$ cat src/rtl/stat_pkg.sv
// Shared constants for the statistics frame controller: colour and CFA
// codes, FSM state encoding, gain format and the Bayer site classifier.
package stat_pkg;

   localparam int MAX_LOG2_SUM = 22;
   localparam int FIN_TIMEOUT  = 64;
   localparam int GAIN_W       = 10;
   localparam int FRAC_W       = 8;    // U2.8 gain fraction bits

   localparam logic [1:0] COL_R = 2'd0;
   localparam logic [1:0] COL_G = 2'd1;
   localparam logic [1:0] COL_B = 2'd2;

   localparam logic [1:0] CFA_RGGB = 2'd0;
   localparam logic [1:0] CFA_GRBG = 2'd1;
   localparam logic [1:0] CFA_GBRG = 2'd2;
   localparam logic [1:0] CFA_BGGR = 2'd3;

   localparam logic [2:0] ST_IDLE     = 3'd0;
   localparam logic [2:0] ST_STREAM   = 3'd1;
   localparam logic [2:0] ST_WAIT_FIN = 3'd2;
   localparam logic [2:0] ST_DIV_R    = 3'd3;
   localparam logic [2:0] ST_DIV_B    = 3'd4;
   localparam logic [2:0] ST_DONE     = 3'd5;

   // Quad position already rotated into RGGB space: 0 R, 1 G (R row),
   // 2 G (B row), 3 B.
   function automatic logic [1:0] site_color(input logic [1:0] p);
      logic [1:0] c;
      c = COL_G;
      if (p == 2'd0) c = COL_R;
      if (p == 2'd3) c = COL_B;
      return c;
   endfunction

endpackage

$ cat src/rtl/stat_frame_ctrl_seq_div.sv
// Restoring divider, one quotient bit per cycle. Quotients that would not
// fit in QW bits (including divide by zero) saturate without iterating.
module seq_div #(
   parameter int QW = stat_pkg::GAIN_W
) (
   input  logic          clk,
   input  logic          rst,
   input  logic          i_start,
   input  logic [15:0]   i_num,
   input  logic [7:0]    i_den,
   output logic          o_done,
   output logic [QW-1:0] o_quo
);
   import stat_pkg::*;

   logic [7:0]    r_den;
   logic [7:0]    r_rem;
   logic [QW-1:0] r_num_lo;
   logic [QW-1:0] r_q;
   logic [4:0]    r_cnt;
   logic          r_busy;
   logic          r_done;

   logic [8:0]    w_trial;
   logic          w_ge;
   logic [15:0]   w_num_hi;
   logic          w_sat;

   assign w_trial  = {r_rem, r_num_lo[QW-1]};
   assign w_ge     = w_trial >= {1'b0, r_den};
   // Bits above the quotient width go straight into the partial remainder;
   // if that already reaches the divisor the quotient overflows.
   assign w_num_hi = i_num >> QW;
   assign w_sat    = (i_den == 8'd0) || (w_num_hi >= {8'd0, i_den});

   assign o_done = r_done;
   assign o_quo  = r_q;

   // Latch operands on start, then shift in one numerator bit per cycle.
   always_ff @(posedge clk) begin
      if (rst) begin
         r_den    <= '0;
         r_rem    <= '0;
         r_num_lo <= '0;
         r_q      <= '0;
         r_cnt    <= '0;
         r_busy   <= 1'b0;
         r_done   <= 1'b0;
      end else begin
         r_done <= 1'b0;
         if (i_start) begin
            r_den <= i_den;
            r_cnt <= '0;
            if (w_sat) begin
               r_q    <= '1;
               r_busy <= 1'b0;
               r_done <= 1'b1;
            end else begin
               r_rem    <= w_num_hi[7:0];
               r_num_lo <= i_num[QW-1:0];
               r_q      <= '0;
               r_busy   <= 1'b1;
            end
         end else if (r_busy) begin
            r_rem    <= w_ge ? 8'(w_trial - {1'b0, r_den}) : w_trial[7:0];
            r_num_lo <= r_num_lo << 1;
            r_q      <= {r_q[QW-2:0], w_ge};
            r_cnt    <= r_cnt + 5'd1;
            if (r_cnt == 5'(QW - 1)) begin
               r_busy <= 1'b0;
               r_done <= 1'b1;
            end
         end
      end
   end

endmodule

$ cat src/rtl/stat_frame_ctrl.sv
// Frame sequencer: subsamples a Bayer raster into one R/G/B per quad for the
// mean accumulator, waits for its finish, then derives gray-world R/B gains.
module stat_frame_ctrl #(
   parameter int MAX_LOG2_SUM = stat_pkg::MAX_LOG2_SUM,
   parameter int FIN_TIMEOUT  = stat_pkg::FIN_TIMEOUT,
   parameter int GAIN_W       = stat_pkg::GAIN_W
) (
   input  logic              clk,
   input  logic              rst,
   input  logic              start_i,
   input  logic [3:0]        log2_w_i,
   input  logic [3:0]        log2_h_i,
   input  logic [1:0]        cfa_i,
   input  logic              pix_valid_i,
   input  logic [7:0]        pix_value_i,
   output logic              pix_ready_o,
   output logic              stat_clr_o,
   output logic              stat_valid_o,
   output logic [1:0]        stat_color_o,
   output logic [7:0]        stat_value_o,
   output logic              stat_last_o,
   output logic [4:0]        stat_size_o,
   input  logic              stat_finish_i,
   input  logic [7:0]        r_mean_i,
   input  logic [7:0]        g_mean_i,
   input  logic [7:0]        b_mean_i,
   output logic [GAIN_W-1:0] gain_r_o,
   output logic [GAIN_W-1:0] gain_b_o,
   output logic              gains_valid_o,
   output logic              busy_o,
   output logic              err_o
);
   import stat_pkg::*;

   localparam int TW = $clog2(FIN_TIMEOUT + 1);

   logic [2:0]        r_state;
   logic [3:0]        r_lw, r_lh;
   logic [1:0]        r_cfa;
   logic [15:0]       r_col, r_row;
   logic [4:0]        r_size;
   logic              r_err;
   logic [TW-1:0]     r_tmo;
   logic [7:0]        r_rm, r_gm, r_bm;
   logic [GAIN_W-1:0] r_qr, r_gr, r_gb;
   logic              r_div_go;
   logic              r_sv, r_slast;
   logic [1:0]        r_scol;
   logic [7:0]        r_sval;

   logic [4:0]        w_sum;
   logic              w_legal, w_idle, w_accept, w_xfer, w_fwd, w_near_end, w_frame_end;
   logic [15:0]       w_col_max, w_row_max;
   logic [1:0]        w_phase, w_color;
   logic              w_div_done;
   logic [GAIN_W-1:0] w_quo;
   logic [15:0]       w_num;
   logic [7:0]        w_den;

   assign w_sum    = {1'b0, log2_w_i} + {1'b0, log2_h_i};
   assign w_legal  = (log2_w_i != 4'd0) && (log2_h_i != 4'd0) && (w_sum <= 5'(MAX_LOG2_SUM));
   assign w_idle   = r_state == ST_IDLE;
   assign w_accept = start_i && w_idle && w_legal;
   assign w_xfer   = pix_valid_i && pix_ready_o;

   assign w_col_max   = 16'((32'd1 << r_lw) - 32'd1);
   assign w_row_max   = 16'((32'd1 << r_lh) - 32'd1);
   // Rotating the quad position by the CFA phase maps every pattern onto RGGB.
   assign w_phase     = {r_row[0], r_col[0]} ^ r_cfa;
   assign w_color     = site_color(w_phase);
   assign w_fwd       = w_phase != 2'd2;
   assign w_near_end  = (r_row >= w_row_max - 16'd1) && (r_col >= w_col_max - 16'd1);
   assign w_frame_end = w_xfer && (r_row == w_row_max) && (r_col == w_col_max);

   assign w_num = 16'(r_gm) << FRAC_W;
   assign w_den = (r_state == ST_DIV_B) ? r_bm : r_rm;

   assign pix_ready_o   = r_state == ST_STREAM;
   assign stat_clr_o    = w_accept;
   assign busy_o        = !w_idle;
   assign gains_valid_o = r_state == ST_DONE;
   assign err_o         = r_err;
   assign stat_size_o   = r_size;
   assign stat_valid_o  = r_sv;
   assign stat_color_o  = r_scol;
   assign stat_value_o  = r_sval;
   assign stat_last_o   = r_slast;
   assign gain_r_o      = r_gr;
   assign gain_b_o      = r_gb;

   seq_div #(.QW(GAIN_W)) u_div (
      .clk     (clk),
      .rst     (rst),
      .i_start (r_div_go),
      .i_num   (w_num),
      .i_den   (w_den),
      .o_done  (w_div_done),
      .o_quo   (w_quo)
   );

   // Frame FSM: config latch, raster counters, finish timeout, R then B divide.
   always_ff @(posedge clk) begin
      if (rst) begin
         r_state  <= ST_IDLE;
         r_lw     <= '0;
         r_lh     <= '0;
         r_cfa    <= '0;
         r_col    <= '0;
         r_row    <= '0;
         r_size   <= '0;
         r_err    <= 1'b0;
         r_tmo    <= '0;
         r_rm     <= '0;
         r_gm     <= '0;
         r_bm     <= '0;
         r_qr     <= '0;
         r_gr     <= '0;
         r_gb     <= '0;
         r_div_go <= 1'b0;
      end else begin
         r_div_go <= 1'b0;
         case (r_state)
            ST_IDLE: begin
               if (start_i) begin
                  if (w_legal) begin
                     r_lw    <= log2_w_i;
                     r_lh    <= log2_h_i;
                     r_cfa   <= cfa_i;
                     r_size  <= w_sum - 5'd2;
                     r_col   <= '0;
                     r_row   <= '0;
                     r_err   <= 1'b0;
                     r_state <= ST_STREAM;
                  end else begin
                     r_err <= 1'b1;
                  end
               end
            end
            ST_STREAM: begin
               if (w_xfer) begin
                  if (r_col == w_col_max) begin
                     r_col <= '0;
                     r_row <= r_row + 16'd1;
                  end else begin
                     r_col <= r_col + 16'd1;
                  end
                  if (w_frame_end) begin
                     r_tmo   <= '0;
                     r_state <= ST_WAIT_FIN;
                  end
               end
            end
            ST_WAIT_FIN: begin
               if (stat_finish_i) begin
                  r_rm     <= r_mean_i;
                  r_gm     <= g_mean_i;
                  r_bm     <= b_mean_i;
                  r_div_go <= 1'b1;
                  r_state  <= ST_DIV_R;
               end else if (r_tmo == TW'(FIN_TIMEOUT - 1)) begin
                  r_err   <= 1'b1;
                  r_state <= ST_IDLE;
               end else begin
                  r_tmo <= r_tmo + 1'b1;
               end
            end
            ST_DIV_R: begin
               if (w_div_done) begin
                  r_qr     <= w_quo;
                  r_div_go <= 1'b1;
                  r_state  <= ST_DIV_B;
               end
            end
            ST_DIV_B: begin
               if (w_div_done) begin
                  r_gr    <= r_qr;
                  r_gb    <= w_quo;
                  r_state <= ST_DONE;
               end
            end
            default: r_state <= ST_IDLE;
         endcase
      end
   end

   // Registered forward of kept quad samples to the accumulator.
   always_ff @(posedge clk) begin
      if (rst) begin
         r_sv    <= 1'b0;
         r_slast <= 1'b0;
         r_scol  <= '0;
         r_sval  <= '0;
      end else begin
         r_sv    <= w_xfer && w_fwd;
         r_slast <= w_xfer && w_fwd && w_near_end;
         if (w_xfer && w_fwd) begin
            r_scol <= w_color;
            r_sval <= pix_value_i;
         end
      end
   end

endmodule

$ cat config.mk
export PLATFORM = sky130hd
export DESIGN_NAME = stat_frame_ctrl
export DESIGN_NICKNAME = d
export VERILOG_FILES = /design/src/rtl/stat_pkg.sv /design/src/rtl/stat_frame_ctrl_seq_div.sv /design/src/rtl/stat_frame_ctrl.sv
export SDC_FILE = /design/constraint.sdc
export NUM_CORES = 1
export LEC_CHECK = 0
export CAP_MARGIN = 10
export CORE_ASPECT_RATIO = 1.25
export CORE_UTILIZATION = 55
export DETAILED_ROUTE_END_ITERATION = 12
export GPL_TIMING_DRIVEN = 0
export PLACE_DENSITY = 0.75
export SLEW_MARGIN = 5
export SYNTH_ARGS = -nofsm -noshare
export SYNTH_HDL_FRONTEND = slang
export SYNTH_SLANG_ARGS = --single-unit
$ cat constraint.sdc
create_clock -name clk -period 4.42 [get_ports clk]
set_input_delay 0.884 -clock clk [delete_from_list [all_inputs] [get_ports clk]]
set_output_delay 0.884 -clock clk [all_outputs]
set_load 0.03 [all_outputs]
==> summary.txt, run 1 <==
Run status
  • Status: finished clean

Synthesis
  • Yosys top cell by area: dfxtp_1
  • Mapped cell area: 9950 sq um
  • Number of enable flip-flop cells after synthesis: 0
  • Post-synthesis register bit count: 160
  • Avg Cell Area, Syn: 7.75 sq um
  • Net Count, Synth: approximately 1400
  • Cells after Synth: 1284
  • Synth async-reset ratio: 0%
  • Seq/Total Area, Yosys: 32.2%
  • Ys flop type: dfxtp_1
  • Yosys warns: 0
  • Ranking of synthesized cells by area: dfxtp_1 32%, ha_1 7.9%, nand2_1 7.7%
  • Yosys top cell area share: 32.2%
  • Synth unique cells: 83

Timing
  • FMAX: about 0.23 GHz
  • Tcrit/Tclk final: just under 100%
  • Finish-stage setup viols: 0
  • Worst slew margin: 27.8%
  • Minimum clock period: 4.30 ns
  • Slew @ Worst Pin: 1.08 ns
  • Fin. Hold Viols: 0
  • Final Slew Violations: 0
  • Final Skew: 0.00724 ns
  • Final worst slack: 0.123 ns

CTS
  • Clock-pin slew on the worst setup and hold paths: 0.07 ns
  • Num CTS Buffers: 17
  • CTS root buffer: clkbuf_16
  • # H-tree levels: 4
  • Clock sinks: 160
  • CTS tree: yes
  • Clk buf depth: 2
  • Clock Latency Late Sink: 0.43 ns

Floorplanning
  • DIE WIDTH: 122 um
  • Die height: 152 um
  • Starting Density: 56.6%
  • Row count: 54
  • # IOs: 89
  • Core Area: ~18000 sq um
  • Die area: 18600 sq um

Pwr
  • Pwr Density: 340 nW/um^2
  • Flop pwr share: 37.1%
  • Worst VDD drop: around 0.00022 V
  • Combinational Power Share: 26.1%
  • Total power: 4000 uW
  • Switch Pwr: 1290 uW
  • LEAKAGE: 0.00430 uW
  • Clock group share of total power: 36.7%
  • Switching portion of total power: 32.3%
  • Pint: 2710 uW

Drt
  • Routed Antenna Nets: 0
  • Vias/cell: 6.01
  • Vias: 9808
  • TritonRoute pass-1 iters: 5
  • Drt drc: 0
  • Final wirelength: 27.8 mm
  • DR WL/cell: 17.0 um
  • Starting DRT DRC Count: a little over 700

Setup path
  • Worst path slowest cell: clkdlybuf4s50_1
  • Worst path buffer plus inverter count: 4
  • Crit path kind: in -> out
  • CP peak stage delay: 0.46 ns
  • Crit path required time: approximately 3.5 ns
  • Worst r2r path cells: 20
  • Worst Path Arrival: about 3.4 ns
  • Cell Chain, Critical Path: clkdlybuf4s50_1 > ha_1 > fa_1 > xor2_2 > inv_1 > o31a_1 > o21ba_1 > or2_4 > inv_4 > buf_2
  • Worst Setup End Kind: output port
  • Crit Path Max Fanout: 10
  • Worst reg-to-reg setup slack: roughly 0.29 ns
  • Top delay family on crit path: buffers and inverters
  • Worst path depth: 10
  • Crit start category: input port

GRT
  • Largest net degree at the start of global routing: 20
  • Initial antenna violation count: 0
  • First-pass GRT wire length: 46.1 mm
  • GR Overflow Total: 0
  • Total GRT Usage: 30.7%
  • Vias in the first global route: 9302

Finish
  • Share of cells above drive strength 1: 6.76%
  • Most common library cell in the layout ignoring fill and taps: nand2_1
  • Nets: 1505
  • Commonest non-fill, non-tap cells in the layout: 205 x nand2_1, 158 x dfxtp_1, 149 x a21oi_1
  • Layout Area Growth over Synthesis: 18.5%

Placed design
  • Post-DP HPWL: 20.8 mm
  • Setup WS pre-CTS: -1.03 ns
  • PortBufs: 88
  • RD Place Congestion: 0.938

Hold path
  • Worst min-delay path class: reg -> reg
  • Hold Path Stages: 2

Run
  • Max-Cap Viols: 0
registers in the layout, indices dropped and copies added (netlist names), 3 cells and up:
signal and count:
gain_r_o 10, r_col 16, stat_size_o 5, r_row 16
gain_b_o 10, stat_value_o 8, r_qr 10, r_rm 8
u_div.r_cnt 5, r_lw 4, u_div.r_rem 8, r_lh 4
r_state 3, u_div.r_den 8, r_bm 8, r_tmo 7
r_gm 8, u_div.o_quo 10
metal layers:
layer,wire [um],up-vias,global-route usage [%]
li1,-,4832,-
met1,11900,4611,38.2
met2,13600,295,52.6
met3,1260,70,4.08
met4,1000,0,12.7
met5,0,-,0
worst register-to-register path: stages, from the launching register on:
cell and delay [ns]:
dfxtp_2 0.41, or2_2 0.13, clkbuf_1 0.28, nor2_2 0.10
nand2_1 0.11, ha_1 0.28, clkbuf_2 0.25, clkbuf_2 0.25
clkbuf_4 0.26, nand3b_1 0.25, o21ai_0 0.14, nand2_1 0.08
nand2_1 0.05, a21oi_1 0.19, ha_1 0.28, a21o_1 0.16
a21oi_1 0.15, nor2_1 0.05, a211oi_1 0.26, o31ai_1 0.19
o311a_1 0.14
synthesized netlist by cell type, types with 7 or more instances:
| cell | instances |
|---|---|
| a211o_1 | 7 |
| xnor2_1 | 20 |
| o211ai_1 | 10 |
| nand2b_1 | 24 |
| and2_1 | 16 |
| o21ai_0 | 57 |
| buf_2 | 11 |
| a31oi_1 | 7 |
| a211oi_1 | 38 |
| nand3_1 | 21 |
| buf_1 | 7 |
| nand2_1 | 205 |
| a21oi_1 | 149 |
| a311oi_1 | 10 |
| clkbuf_1 | 64 |
| a22oi_1 | 7 |
| nor2_1 | 94 |
| nor3_1 | 30 |
| or3_1 | 12 |
| and3_1 | 11 |
| inv_1 | 39 |
| xor2_1 | 19 |
| mux2i_1 | 20 |
| nor2b_1 | 12 |
| nand4_1 | 20 |
| a21o_1 | 17 |
| or4_1 | 9 |
| dfxtp_1 | 160 |
| o21a_1 | 12 |
| ha_1 | 63 |
stage by stage:
| step | std cells | hold WS [ns] | area, sq um | utilization, % | TNS, ns |
|---|---|---|---|---|---|
| after detailed placement | 1596 | 0.446 | 11100 | 63.2 | -3.03 |
| after global placement | 1596 | 0.442 | 11100 | 63.2 | -3.06 |
| after global routing | 1630 | 0.475 | 11800 | 67.1 | -0.0173 |
| after floorplan | 1284 | 0.432 | 9950 | - | 0 |
| after CTS | 1629 | 0.456 | 11700 | 66.8 | 0 |
| final | 1631 | 0.452 | 11800 | 67.1 | 0 |
path summary, 6_finish.rpt:
check | from | end
max | log2_w_i[0] | stat_clr_o
min | gain_r_o[0] | gain_r_o[0]
max reg2reg | r_lh[2] | stat_last_o
min reg2reg | gain_r_o[0] | gain_r_o[0]
power groups by stage:
stage	Combinational, uW	Clock (uW)	Sequential, uW
floorplan	706	0	1540
global placement	994	0	1520
CTS	1020	1490	1480
detailed placement	1010	0	1520
finish	1050	1470	1490
global route	1160	1550	1490
what timing repair did:
item / in CTS / in global routing
buffers inserted: 4 / 1
hold buffers: 0 / 0
gates cloned: 1 / 0
hold endpoints to repair: 0 / 0
gates resized for setup: 13 / 20
setup endpoints to repair: 29 / 43
pin swaps: 1 / 1
cell families after synthesis:
family	after synthesis	synth area share (%)
mux	22	2.24
fa+ha+maj	65	8.33
simple gates	495	24.1
buf+inv	131	5.65
compound gates	372	24.1
flops	160	32.2
xor+xnor	39	3.43
area by class of cell:
cell class,count,area [sq um]
Sequential cell,160,3210
Tap cell,224,280
Antenna cell,1,2.50
Buffer,87,409
Inverter,40,153
Clock inverter,13,143
Clock buffer,19,443
Multi-Input combinational cell,993,6230
Timing Repair inverter,1,7.51
Timing Repair Buffer,93,913
Fill cell,1575,5780
Power figures use the tool's default switching activity.
==> run 2, diff against run 1 <==
--- a/config.mk
+++ b/config.mk
@@ -8,8 +8,10 @@
 export CAP_MARGIN = 10
 export CORE_ASPECT_RATIO = 1.25
 export CORE_UTILIZATION = 55
+export CTS_CLUSTER_DIAMETER = 50
 export DETAILED_ROUTE_END_ITERATION = 12
 export GPL_TIMING_DRIVEN = 0
+export HOLD_SLACK_MARGIN = 0.02
 export PLACE_DENSITY = 0.75
 export SLEW_MARGIN = 5
 export SYNTH_ARGS = -nofsm -noshare
==> results of run 2 <==
Same layout as run 1: the final DEF is identical, and so are final timing and power.
==> run 3, diff against run 2 <==
--- a/config.mk
+++ b/config.mk
@@ -6,13 +6,14 @@
 export NUM_CORES = 1
 export LEC_CHECK = 0
 export CAP_MARGIN = 10
+export CELL_PAD_IN_SITES_DETAIL_PLACEMENT = 1
+export CELL_PAD_IN_SITES_GLOBAL_PLACEMENT = 1
 export CORE_ASPECT_RATIO = 1.25
-export CORE_UTILIZATION = 55
-export CTS_CLUSTER_DIAMETER = 50
+export CORE_UTILIZATION = 44
 export DETAILED_ROUTE_END_ITERATION = 12
 export GPL_TIMING_DRIVEN = 0
 export HOLD_SLACK_MARGIN = 0.02
-export PLACE_DENSITY = 0.75
+export PLACE_DENSITY = 0.8
 export SLEW_MARGIN = 5
 export SYNTH_ARGS = -nofsm -noshare
 export SYNTH_HDL_FRONTEND = slang
==> run 3 against run 2 <==
Compared with the run above:
- combinational power increased by 4%
- routed wire length increased by 15%
- largest cell class unchanged
- sequential cell count unchanged
- non-clock buffer count unchanged
- first-iteration DRC count decreased by 47%
==> summary.txt, run 3 (synthesis gave the netlist of run 1 again) <==
Run status
  • Status: finished clean

Drt
  • TritonRoute pass-1 iters: 5
  • Vias/cell: slightly below 6
  • Final wirelength: 31.9 mm
  • Drt drc: 0
  • DR WL/cell: 18.9 um
  • Routed Antenna Nets: 0
  • Starting DRT DRC Count: 377
  • Vias: 9868

Setup path
  • Crit start category: input port
  • Worst reg-to-reg setup slack: 0.24 ns
  • Reg2reg end: stat_last_o
  • Critical Path Source: log2_h_i[0]
  • Crit path required time: 3.54 ns
  • Worst Setup End Kind: output port
  • Crit Path Max Fanout: 19
  • Worst path buffer plus inverter count: 5
  • Top delay family on crit path: buffers and inverters
  • Reg2reg start: r_lh[2]
  • Worst path slowest cell: fa_2
  • Crit path kind: in -> out
  • Worst Path Arrival: 3.39 ns
  • CP peak stage delay: 0.58 ns
  • Worst r2r path cells: 19
  • Cell Chain, Critical Path: clkdlybuf4s50_1 > ha_1 > fa_2 > inv_1 > o31a_1 > o21ba_1 > or2_4 > inv_4 > buf_8 > buf_6

CTS
  • Clk buf depth: 2
  • CTS root buffer: clkbuf_16
  • Num CTS Buffers: 17
  • CTS tree: yes
  • Clock sinks: 160
  • # H-tree levels: 4
  • Clock Latency Late Sink: 0.44 ns
  • Clock-pin slew on the worst setup and hold paths: approximately 0.080 ns

Finish
  • Register Area: 3200 sq um
  • Top flop regs: r_col x16, r_row x16
  • Most common library cell in the layout ignoring fill and taps: nand2_1
  • Fillcell total: 2793
  • Share of cells above drive strength 1: 6.76%
  • Post-layout util: 53.6%
  • Layout Area Growth over Synthesis: 19.7%
  • Footprint of the multi-input gates: 6240 sq um
  • Final Instance Area: 11900 sq um
  • Commonest non-fill, non-tap cells in the layout: 205 x nand2_1, 160 x dfxtp_1, 149 x a21oi_1
  • Antenna cells: 0
  • Nets: 1504

Placed design
  • PortBufs: 88
  • Post-DP HPWL: 24.1 mm
  • Post-Place Cell Area: 11200 sq um
  • RD Place Congestion: 0.913

Floorplanning
  • Starting Density: 44.8%
  • Die area: 23200 sq um
  • Core Area: 22200 sq um
  • Row count: a little over 60
  • Die height: 170 um
  • DIE WIDTH: between 100 and 150 um
  • # IOs: between 80 and 90

Pwr
  • LEAKAGE: 0.00432 uW
  • Pwr Density: 345 nW/um^2
  • Worst VDD drop: 0.000284 V

Timing
  • RSZ-0062 raised after global routing: false
  • Final Skew: 0.0135 ns
  • Finish-stage setup viols: 0
  • Slew @ Worst Pin: 0.833 ns
  • Worst slew margin: 44.4%
  • Final Slew Violations: 0
  • Tcrit/Tclk final: 96.7%
  • Minimum clock period: ~4.3 ns
  • FMAX: 0.234 GHz
  • Fin. Hold Viols: 0

Hold path
  • Worst min-delay path class: reg -> reg
  • Hold path endpoint: gain_r_o[5]
  • Hold path startpoint: gain_r_o[5]
  • Hold Path Stages: 2

GRT
  • GR Overflow Total: 0
  • First-pass GRT wire length: 51.9 mm
  • Initial antenna violation count: 0
  • Total GRT Usage: 28.4%
  • Vias in the first global route: 10100
  • Largest net degree at the start of global routing: 20

Run
  • Max-Cap Viols: 0
run 3: cell count changes in the layout (fill, tap and decap cells not counted), sizes merged:
cell,delta
bufinv,-1
clkbuf,-1
clkinv,+3
clkinvlp,-3
diode,-1
inv,+1
run 3: what timing repair did:
item,in CTS,in global routing
setup endpoints to repair,50,52
hold buffers,0,0
setup buffers,4,0
resized for setup,24,20
pin swaps,3,1
run 3: cell type report:
cell class	count	share of cell area, %
buffer	87	3.59
clock buffer	18	3.69
clock inverter	14	1.49
inverter	40	1.28
multi-input combinational	993	52.4
sequential	160	26.9
tap	283	2.97
timing repair buffer	93	7.70
run 3: how the worst max path moves through the flow:
stage,cells past startpoint,slack [ns],endpoint
final,10,0.15,stat_clr_o
after global routing,18,0.01,stat_last_o
after CTS,11,0.02,stat_clr_o
after detailed placement,13,-1.08,stat_clr_o
after global placement,13,-1.05,stat_clr_o
after floorplan,11,0.36,stat_clr_o
run 3: through the flow:
| stage | hold WS, ns | setup slack, ns | TNS, ns | power [uW] | cells |
|---|---|---|---|---|---|
| 2_1_floorplan | 0.432 | 0.357 | 0 | 2240 | 1284 |
| 3_3_place_gp | 0.443 | -1.05 | -7.99 | 2530 | 1655 |
| 3_5_place_dp | 0.450 | -1.08 | -10.50 | 2560 | 1655 |
| 4_1_cts | 0.462 | 0.0214 | 0 | 4110 | 1690 |
| 5_1_grt | 0.478 | 0.0114 | 0 | 4300 | 1688 |
| 6_report | 0.457 | 0.148 | 0 | 4110 | 1688 |
run 3: worst register-to-register path, delay by kind of cell (launching register included):
family          cells  cell delay [ns]
compound gates      7             1.25
simple gates        6             0.74
fa+ha+maj           2             0.57
flops               1             0.47
buf+inv             4             1.04
run 3: report_power, final:
part | total, uW | leakage, uW | switching, uW | internal (uW)
clock network | 1530 | 0.000303 | 741 | 791
logic | 1090 | 0.00273 | 652 | 437
registers | 1490 | 0.00129 | 22.3 | 1460
total | 4110 | 0.00432 | 1410 | 2690
run 3: per-layer routing:
layer	track usage (%)	wire length, um
met5	0	0
met4	8.99	721
met3	3.46	734
met2	51.7	16700
met1	34.0	13800
